===== config.mk =====
export PLATFORM = sky130hd
export DESIGN_NAME = ptw_req_arbiter
export DESIGN_NICKNAME = d
export VERILOG_FILES = /design/src/rtl/ptw_req_arbiter.sv
export SDC_FILE = /design/constraint.sdc
export NUM_CORES = 1
export LEC_CHECK = 0
export ABC_CLOCK_PERIOD_IN_PS = 1700
export BUFFER_PORTS_ARGS = -buffer_cell sky130_fd_sc_hd__buf_2
export CAP_MARGIN = 15
export CELL_PAD_IN_SITES_DETAIL_PLACEMENT = 1
export CELL_PAD_IN_SITES_GLOBAL_PLACEMENT = 1
export CORE_MARGIN = 3
export CORE_UTILIZATION = 36
export CTS_CLUSTER_DIAMETER = 60
export DETAILED_ROUTE_END_ITERATION = 8
export PLACE_DENSITY_LB_ADDON = 0.3
export SYNTH_ARGS = -nofsm -noshare
export SYNTH_HDL_FRONTEND = slang
export SYNTH_SLANG_ARGS = --single-unit

===== constraint.sdc =====
create_clock -name clk_i -period 1.7 [get_ports clk_i]
set_input_delay 0.34 -clock clk_i [delete_from_list [all_inputs] [get_ports clk_i]]
set_output_delay 0.34 -clock clk_i [all_outputs]
set_load 0.02 [all_outputs]

===== src/rtl/ptw_req_arbiter.sv =====
// ptw_req_arbiter: shares one page-table walker between the ITLB and the DTLB.
// Each requester owns a one-entry pending slot. One slot is picked per walk,
// with DTLB priority and an ITLB anti-starvation limit. The walk result is
// routed back to the TLB that asked for it. A flush drops both slots, and a
// walk that is already in flight is drained without producing a response.
//
// Handshakes: a requester miss is captured when req_valid_i & req_ready_o are
// both high at a rising edge. walk_req_o stays high, with the walk fields held
// stable, until walk_gnt_i is seen at a rising edge. walk_done_i/walk_err_i are
// single-cycle and are only honoured while a walk is outstanding.
module ptw_req_arbiter #(
   parameter int unsigned VLEN         = 39,
   parameter int unsigned ASID_WIDTH   = 1,
   parameter int unsigned STARVE_LIMIT = 4
) (
   input  logic                  clk_i,
   input  logic                  rst_i,
   input  logic                  flush_i,
   input  logic                  itlb_req_valid_i,
   output logic                  itlb_req_ready_o,
   input  logic [VLEN-1:0]       itlb_vaddr_i,
   input  logic [ASID_WIDTH-1:0] itlb_asid_i,
   input  logic                  dtlb_req_valid_i,
   output logic                  dtlb_req_ready_o,
   input  logic [VLEN-1:0]       dtlb_vaddr_i,
   input  logic [ASID_WIDTH-1:0] dtlb_asid_i,
   input  logic                  dtlb_is_store_i,
   output logic                  walk_req_o,
   input  logic                  walk_gnt_i,
   output logic                  walk_is_instr_o,
   output logic [VLEN-1:0]       walk_vaddr_o,
   output logic [ASID_WIDTH-1:0] walk_asid_o,
   output logic                  walk_is_store_o,
   input  logic                  walk_done_i,
   input  logic                  walk_err_i,
   output logic                  itlb_resp_o,
   output logic                  dtlb_resp_o,
   output logic                  resp_err_o,
   output logic                  busy_o
);

   localparam int unsigned   CW    = $clog2(STARVE_LIMIT + 1);
   localparam logic [CW-1:0] LIMIT = CW'(STARVE_LIMIT);

   typedef enum logic [1:0] {
      S_IDLE  = 2'd0,
      S_REQ   = 2'd1,
      S_WALK  = 2'd2,
      S_DRAIN = 2'd3
   } state_e;

   state_e                state_q, state_d;
   logic                  sel_instr_q, sel_instr_d;
   logic [CW-1:0]         starve_cnt_q, starve_cnt_d;

   logic                  itlb_full_q, itlb_full_d;
   logic [VLEN-1:0]       itlb_vaddr_q, itlb_vaddr_d;
   logic [ASID_WIDTH-1:0] itlb_asid_q, itlb_asid_d;
   logic                  dtlb_full_q, dtlb_full_d;
   logic [VLEN-1:0]       dtlb_vaddr_q, dtlb_vaddr_d;
   logic [ASID_WIDTH-1:0] dtlb_asid_q, dtlb_asid_d;
   logic                  dtlb_store_q, dtlb_store_d;

   logic                  itlb_cap, dtlb_cap;
   logic                  itlb_pend, dtlb_pend;
   logic                  grant;
   logic                  walk_finish;

   // Capture conditions and arbitration view of the slots. A miss that is
   // being captured this cycle already counts as pending, so arbitration
   // costs a single cycle from the request to walk_req_o.
   always_comb begin
      itlb_req_ready_o = !itlb_full_q && !flush_i;
      dtlb_req_ready_o = !dtlb_full_q && !flush_i;
      itlb_cap         = itlb_req_valid_i && itlb_req_ready_o;
      dtlb_cap         = dtlb_req_valid_i && dtlb_req_ready_o;
      itlb_pend        = itlb_full_q || itlb_cap;
      dtlb_pend        = dtlb_full_q || dtlb_cap;
      grant            = (state_q == S_REQ) && walk_gnt_i;
      walk_finish      = (state_q == S_WALK) && walk_done_i && !flush_i;
   end

   // Slot next-state: flush empties both slots, a finished walk frees its slot,
   // and an accepted miss fills an empty slot.
   always_comb begin
      itlb_full_d  = itlb_full_q;
      itlb_vaddr_d = itlb_vaddr_q;
      itlb_asid_d  = itlb_asid_q;
      dtlb_full_d  = dtlb_full_q;
      dtlb_vaddr_d = dtlb_vaddr_q;
      dtlb_asid_d  = dtlb_asid_q;
      dtlb_store_d = dtlb_store_q;
      if (flush_i) begin
         itlb_full_d = 1'b0;
         dtlb_full_d = 1'b0;
      end else begin
         if (walk_finish) begin
            if (sel_instr_q) itlb_full_d = 1'b0;
            else             dtlb_full_d = 1'b0;
         end
         if (itlb_cap) begin
            itlb_full_d  = 1'b1;
            itlb_vaddr_d = itlb_vaddr_i;
            itlb_asid_d  = itlb_asid_i;
         end
         if (dtlb_cap) begin
            dtlb_full_d  = 1'b1;
            dtlb_vaddr_d = dtlb_vaddr_i;
            dtlb_asid_d  = dtlb_asid_i;
            dtlb_store_d = dtlb_is_store_i;
         end
      end
   end

   // Walk FSM next-state and selection; flush overrides every other transition.
   always_comb begin
      state_d     = state_q;
      sel_instr_d = sel_instr_q;
      if (flush_i) begin
         case (state_q)
            S_REQ:   state_d = walk_gnt_i  ? S_DRAIN : S_IDLE;
            S_WALK:  state_d = walk_done_i ? S_IDLE  : S_DRAIN;
            S_DRAIN: state_d = walk_done_i ? S_IDLE  : S_DRAIN;
            default: state_d = S_IDLE;
         endcase
      end else begin
         case (state_q)
            S_IDLE: begin
               if (itlb_pend || dtlb_pend) begin
                  sel_instr_d = itlb_pend && (!dtlb_pend || (starve_cnt_q == LIMIT));
                  state_d     = S_REQ;
               end
            end
            S_REQ:   if (walk_gnt_i)  state_d = S_WALK;
            S_WALK:  if (walk_done_i) state_d = S_IDLE;
            S_DRAIN: if (walk_done_i) state_d = S_IDLE;
            default: state_d = S_IDLE;
         endcase
      end
   end

   // Starvation counter: consecutive DTLB grants while the ITLB waits.
   always_comb begin
      starve_cnt_d = starve_cnt_q;
      if (grant) begin
         if (sel_instr_q)                starve_cnt_d = '0;
         else if (starve_cnt_q != LIMIT) starve_cnt_d = starve_cnt_q + CW'(1);
      end
      if (flush_i || !itlb_full_q) starve_cnt_d = '0;
   end

   // Walker-side and TLB-side outputs, decoded from state and selected slot.
   always_comb begin
      walk_req_o      = (state_q == S_REQ);
      walk_is_instr_o = walk_req_o && sel_instr_q;
      walk_is_store_o = walk_req_o && !sel_instr_q && dtlb_store_q;
      walk_vaddr_o    = '0;
      walk_asid_o     = '0;
      if (walk_req_o) begin
         walk_vaddr_o = sel_instr_q ? itlb_vaddr_q : dtlb_vaddr_q;
         walk_asid_o  = sel_instr_q ? itlb_asid_q  : dtlb_asid_q;
      end
      itlb_resp_o = walk_finish && sel_instr_q;
      dtlb_resp_o = walk_finish && !sel_instr_q;
      resp_err_o  = walk_finish && walk_err_i;
      busy_o      = (state_q != S_IDLE);
   end

   // State, selection, counter and slot registers.
   always_ff @(posedge clk_i) begin
      if (rst_i) begin
         state_q      <= S_IDLE;
         sel_instr_q  <= 1'b0;
         starve_cnt_q <= '0;
         itlb_full_q  <= 1'b0;
         itlb_vaddr_q <= '0;
         itlb_asid_q  <= '0;
         dtlb_full_q  <= 1'b0;
         dtlb_vaddr_q <= '0;
         dtlb_asid_q  <= '0;
         dtlb_store_q <= 1'b0;
      end else begin
         state_q      <= state_d;
         sel_instr_q  <= sel_instr_d;
         starve_cnt_q <= starve_cnt_d;
         itlb_full_q  <= itlb_full_d;
         itlb_vaddr_q <= itlb_vaddr_d;
         itlb_asid_q  <= itlb_asid_d;
         dtlb_full_q  <= dtlb_full_d;
         dtlb_vaddr_q <= dtlb_vaddr_d;
         dtlb_asid_q  <= dtlb_asid_d;
         dtlb_store_q <= dtlb_store_d;
      end
   end

endmodule


* Word-level counts from Yosys, hierarchy flattened
Index checks and enable logic that the tools add are counted.
** Word-level totals
- Register bits :: 89
- Input bits :: 89
- Output and inout port bits :: 49
- Logic and storage cells :: 81
** Operators by class
- Add/sub/neg operators :: 1
- Equality and inequality tests :: 9
- Mux-type cells :: 20
- Bitwise operators :: 1
- Reductions and logical operators :: 40
** Operator list (number)
- $mux W39 :: 2
- $logic_and A1 B1 Y1 :: 14
- $mux W2 :: 6
- $reduce_and A2 Y1 :: 5
- $reduce_bool A2 Y1 :: 5
- $mux W1 :: 8
- $mux W3 :: 2
- $ne A3 B3 Y1 const B :: 2
- $pmux W2 S3 :: 1
- $reduce_and A3 Y1 :: 2
- $reduce_or A2 Y1 :: 3
- $logic_not A1 Y1 :: 5
- $logic_or A1 B1 Y1 :: 5
- $eq A2 B2 Y1 const B :: 2
- $pmux W2 S2 :: 1
- $add A3 B1 Y3 const B :: 1
- $eq A3 B3 Y1 const B :: 1
- $ne A3 B1 Y1 const B :: 1
- $ne A3 B2 Y1 const B :: 1
- $eq A2 B1 Y1 const B :: 1
- $logic_not A2 Y1 :: 1
- $ne A2 B1 Y1 const B :: 1
- $not A1 Y1 :: 1

* Longest topological paths before layout
- Depth after elaboration :: 8
- Mapped depth :: 6
- Mapped depth without buffers :: 5

* Least setup slack after synthesis
OpenSTA, ideal clock, no wires.
- Path kind :: reg2reg
- Start point :: register starve_cnt_q[0]
- End point :: register starve_cnt_q[0]
- Setup time :: 0.074 ns
- Arrival :: 1.377 ns
- Data required time :: 1.626 ns
- Path slack :: 0.249 ns
- Stages on the path, launching flop included :: 6
- Path buffers :: 0
- Clock period less this slack :: 1.451 ns
- Cell sequence :: dfxtp_1 > inv_1 > ha_1 > and2_1 > or4_1 > a31oi_1
** On the way
- Word-level cells in the longest chain between the ends :: 3
- Elaborated cells on any way between the ends :: 6
- Those cells by class :: add/sub: 1; eq/ne: 1; mux: 2; reduce/logical: 2
** Ends and longest elaborated chain
- from (decl) :: line 54 : logic [CW-1:0] starve_cnt_q, starve_cnt_d;
- from (signal assigned) :: line 185 : starve_cnt_q <= starve_cnt_d;
- $add A3 B1 Y3 or $ne A3 B3 Y1 (tied branches) :: line 147 : else if (starve_cnt_q != LIMIT) starve_cnt_d = starve_cnt_q + CW'(1);
- $mux W3 or $reduce_bool A2 Y1 (tied branches)
- $mux W3 or $reduce_and A2 Y1 (tied branches)
Parallel ways exist; a longest one is shown, timed or not. The select of a mux whose other input is x is not followed.
A chain may end at the register's enable or synchronous reset.

* Final worst setup path
- Start point :: register sel_instr_q
- End point :: output port walk_vaddr_o[3]
** On the way
- Word-level cells in the longest chain between the ends :: 2
** Ends and longest elaborated chain
- from (decl) :: line 53 : logic sel_instr_q, sel_instr_d;
- from (signal assigned) :: line 184 : sel_instr_q <= sel_instr_d;
- $mux W39 :: line 160 : walk_vaddr_o = sel_instr_q ? itlb_vaddr_q : dtlb_vaddr_q;
- $mux W39 :: line 159 : if (walk_req_o) begin
- to (decl) :: line 31 : output logic [VLEN-1:0] walk_vaddr_o,
No other way between the ends.

==> run summary <==
STATUS
----------------------------------------------------------------------------------------------------
Result of the run                                                                       finished with violations
Failing checks                                                                          negative setup slack

STA
----------------------------------------------------------------------------------------------------
Post-Route Skew                                                                           0.00679 ns
Final hold violation count                                                                         0
Final worst path period share                                                                   107%
Crit path time final                                                                         1.82 ns
Slew headroom                                                                                  66.7%
Slew of the pin with the lowest slew margin                                                 0.500 ns
Highest Clock Rate                                                                         0.548 GHz
Unrepaired setup endpoints after global routing                                                  yes
Final worst-path setup slack                                                               -0.123 ns
Final slew viol count                                                                              0
Setup-violating endpoint count in the final report                                                45

PWR
----------------------------------------------------------------------------------------------------
Total power                                                                                  4640 uW
Largest vdd supply drop                                                                   0.000374 V
Share of total power consumed by net switching                                                 27.4%
Areal power density over the cells                                                        814 nW/um2
Share of total power in the clock network                                                      32.7%
Sequential share of power                                                                      48.6%
P_leak                                                                                    0.00229 uW
Internal portion of total power                                                              3360 uW
Power spent charging and discharging nets                                                    1270 uW
Combinational share of power                                                                   18.7%

YOSYS
----------------------------------------------------------------------------------------------------
Count of yosys warnings during synthesis                                                           0
Post-Synthesis Cells                                                                             459
Net count after synthesis                                                                        550
Ys flop type                                                                            sky130_fd_sc_hd__dfxtp_1
Part of the Yosys area used for sequential elements                                            44.7%
Area share of the leading cell type in the synthesized netlist                                 44.7%
Yosys reg bits                                                                                    89
Avg Cell Area, Syn                                                                          8.69 um2
Share of flip-flops with an asynchronous set or reset                                             0%
Combined area of all synthesized cells                                                      3990 um2
Post-synth EDFFs                                                                                   0
Distinct cells, synth                                                                             36
Library cell with the largest summed area after synthesis                               sky130_fd_sc_hd__dfxtp_1
Cell types occupying the most area after synthesis                                      sky130_fd_sc_hd__dfxtp_1, sky130_fd_sc_hd__mux2i_1, sky130_fd_sc_hd__nand2_1, sky130_fd_sc_hd__nor2_1, sky130_fd_sc_hd__a21oi_1

ROUTE
----------------------------------------------------------------------------------------------------
Routed Antenna Nets                                                                                0
Total via count in the routed design                                                           3,724
Via density per instance                                                                        4.97
Final routed wire length divided by cell count                                               17.7 um
Total wire length after detailed routing                                                     13.3 mm
Detailed Routing Iterations Pass 1                                                                 4
First DRT Iteration DRCs                                                                         107
DRC violations left                                                                                0

SETUP PATH
----------------------------------------------------------------------------------------------------
Kind of end point of the critical path                                                    output pin
Data required, critical path                                                                 1.36 ns
Worst Setup Path Type                                                                   flop to output pin
Data arrival, critical path                                                                  1.48 ns
Maximum fanout count along the critical path                                                       5
Setup crit start kind                                                                           flop

DIE
----------------------------------------------------------------------------------------------------
Initial core utilization                                                                       37.8%
Overall die height                                                                            111 um
Die Area                                                                                  12,400 um2
I/O pin cnt                                                                                      138
Area inside the core boundary                                                             10,600 um2
Number of core rows                                                                               37
Width of the die                                                                              111 um

PLACED DESIGN
----------------------------------------------------------------------------------------------------
RD Place Congestion                                                                            0.849
HPWL after detailed placement                                                                8.03 mm
Post-placement cell count                                                                        710
Buffers on Ports                                                                                 137

FLOW RUN
----------------------------------------------------------------------------------------------------
Max-Cap Viols                                                                                      0

CLOCK TREE
----------------------------------------------------------------------------------------------------
TritonCTS clock tree                                                                            done
Number of sinks on the clock net                                                                  89
Number of CTS-inserted buffers                                                                     9
Number of hold buffers added after CTS                                                             0
Insertion delay to the later sink of the worst-skew pair                                     0.35 ns
Buffers from clock root to sink, at most                                                           2
Root buf cell                                                                           sky130_fd_sc_hd__clkbuf_8
Clock-pin slew reported for the worst setup and hold paths after clock tree synthesis        0.09 ns
CTS H-Tree Depth                                                                                   3

GRT
----------------------------------------------------------------------------------------------------
Number of antenna violations at the first check in global routing                                  2
Global-route wire length before repair                                                       20.3 mm
GRT Total Usage                                                                                20.2%
Pin count of the biggest net entering global routing                                              42
Via count of the first global-routing pass                                                     4,072
GRT Residual Overflow                                                                              0

FINISH
----------------------------------------------------------------------------------------------------
Fraction of final layout cells with drive strength greater than 1                              38.9%
Commonest non-fill, non-tap cell in the layout                                          sky130_fd_sc_hd__buf_2
Final #Nets                                                                                      698
Finished Layout Cells                                                                            750
Area growth, synth to finish                                                                   42.8%
Most frequent cells in the layout                                                       sky130_fd_sc_hd__buf_2, sky130_fd_sc_hd__nand2_1, sky130_fd_sc_hd__dfxtp_1, sky130_fd_sc_hd__mux2i_1, sky130_fd_sc_hd__nor2_1

WORST HOLD PATH
----------------------------------------------------------------------------------------------------
Worst hold-check path type                                                              input port to flop

==> worst max-delay path, cell delays in order (launching register included) <==
cell	delay [ns]
sky130_fd_sc_hd__dfxtp_4	0.41
sky130_fd_sc_hd__buf_4	0.15
sky130_fd_sc_hd__clkbuf_16	0.15
sky130_fd_sc_hd__mux2i_2	0.22
sky130_fd_sc_hd__nor2_2	0.05
sky130_fd_sc_hd__buf_4	0.15
==> per-stage QoR <==
step | utilization [%] | setup WS [ns] | setup TNS (ns) | hold WS (ns) | area, um2
after detailed placement | 45.7 | 0.0881 | 0 | 0.448 | 4820
final | 53.9 | -0.123 | -3.03 | 0.216 | 5690
after floorplan | - | 0.249 | 0 | 0.432 | 3990
after global placement | 45.7 | 0.198 | 0 | 0.442 | 4820
after global routing | 53.9 | -0.175 | -5.86 | 0.206 | 5690
after CTS | 50.8 | -0.102 | -2.45 | 0.198 | 5370
==> final cells by class <==
| cell class | instances | area [um2] |
|---|---|---|
| Antenna cell | 2 | 5.00 |
| Clock buffer | 12 | 155 |
| Clock inverter | 4 | 51.3 |
| Fill cell | 1279 | 4860 |
| Inverter | 5 | 25.0 |
| Multi-Input combinational cell | 330 | 2150 |
| Sequential cell | 89 | 1790 |
| Tap cell | 136 | 170 |
| Timing Repair Buffer | 172 | 1340 |
==> synthesized netlist by cell type (2+ instances only) <==
library cell / n
sky130_fd_sc_hd__nand2_1: 85
sky130_fd_sc_hd__nor2_1: 85
sky130_fd_sc_hd__nand2b_1: 3
sky130_fd_sc_hd__a31oi_1: 2
sky130_fd_sc_hd__ha_1: 2
sky130_fd_sc_hd__mux2i_1: 80
sky130_fd_sc_hd__and2_1: 4
sky130_fd_sc_hd__nor3b_2: 2
sky130_fd_sc_hd__inv_1: 4
sky130_fd_sc_hd__buf_2: 15
sky130_fd_sc_hd__nor3_1: 2
sky130_fd_sc_hd__dfxtp_1: 89
sky130_fd_sc_hd__o21ai_0: 2
sky130_fd_sc_hd__a21oi_1: 45
sky130_fd_sc_hd__clkbuf_1: 10
sky130_fd_sc_hd__buf_6: 9
==> cell families after synthesis <==
logic type / Yosys count / share of synthesized area (%)
compound gates: 54 / 7.69
buf+inv: 40 / 6.02
xor+xnor: 1 / 0.220
fa+ha+maj: 2 / 0.627
mux: 80 / 20.1
flops: 89 / 44.7
simple gates: 193 / 20.7
==> power by group through the flow <==
stage                     clock network, uW  registers (uW)  logic, uW
final                                  1510            2250        867
after global routing                   1640            2270        941
after CTS                              1550            2250        755
after detailed placement                  0            2300        661
after global placement                    0            2290        650
after floorplan                           0            2270        416
==> layer usage <==
metal	global-route usage [%]	part of all wire (%)
met3	4.97	4.9
met5	0	0
met2	35.7	51
met4	6.49	1.4
met1	24.0	42
==> sequential cells by signal, indices dropped and copies added, names as in the netlist <==
register / flops
starve_cnt_q: 3
dtlb_full_q: 1
state_q: 2
dtlb_vaddr_q: 39
itlb_vaddr_q: 39
itlb_full_q: 1
dtlb_asid_q: 1
dtlb_store_q: 1
sel_instr_q: 1
itlb_asid_q: 1
==> final timing paths <==
check,slack (ns),endpoint,startpoint,depth (start not counted)
setup / recovery,-0.12,walk_vaddr_o[3],sel_instr_q$_SDFFE_PP0P_,5
hold reg to reg,0.45,dtlb_vaddr_q[32]$_SDFFE_PP0P_,dtlb_vaddr_q[32]$_SDFFE_PP0P_,2
setup reg to reg,0.07,starve_cnt_q[0]$_SDFFE_PP0P_,sel_instr_q$_SDFFE_PP0P_,5
hold / removal,0.22,dtlb_vaddr_q[9]$_SDFFE_PP0P_,dtlb_vaddr_i[9],3
==> what timing repair did <==
action / CTS / global route
buffers inserted: 7 / 8
resized for setup: 71 / 52
setup endpoints to repair: 45 / 49
cloned: 3 / 5
pin swaps: 3 / 6
Power figures use the tool's default switching activity.
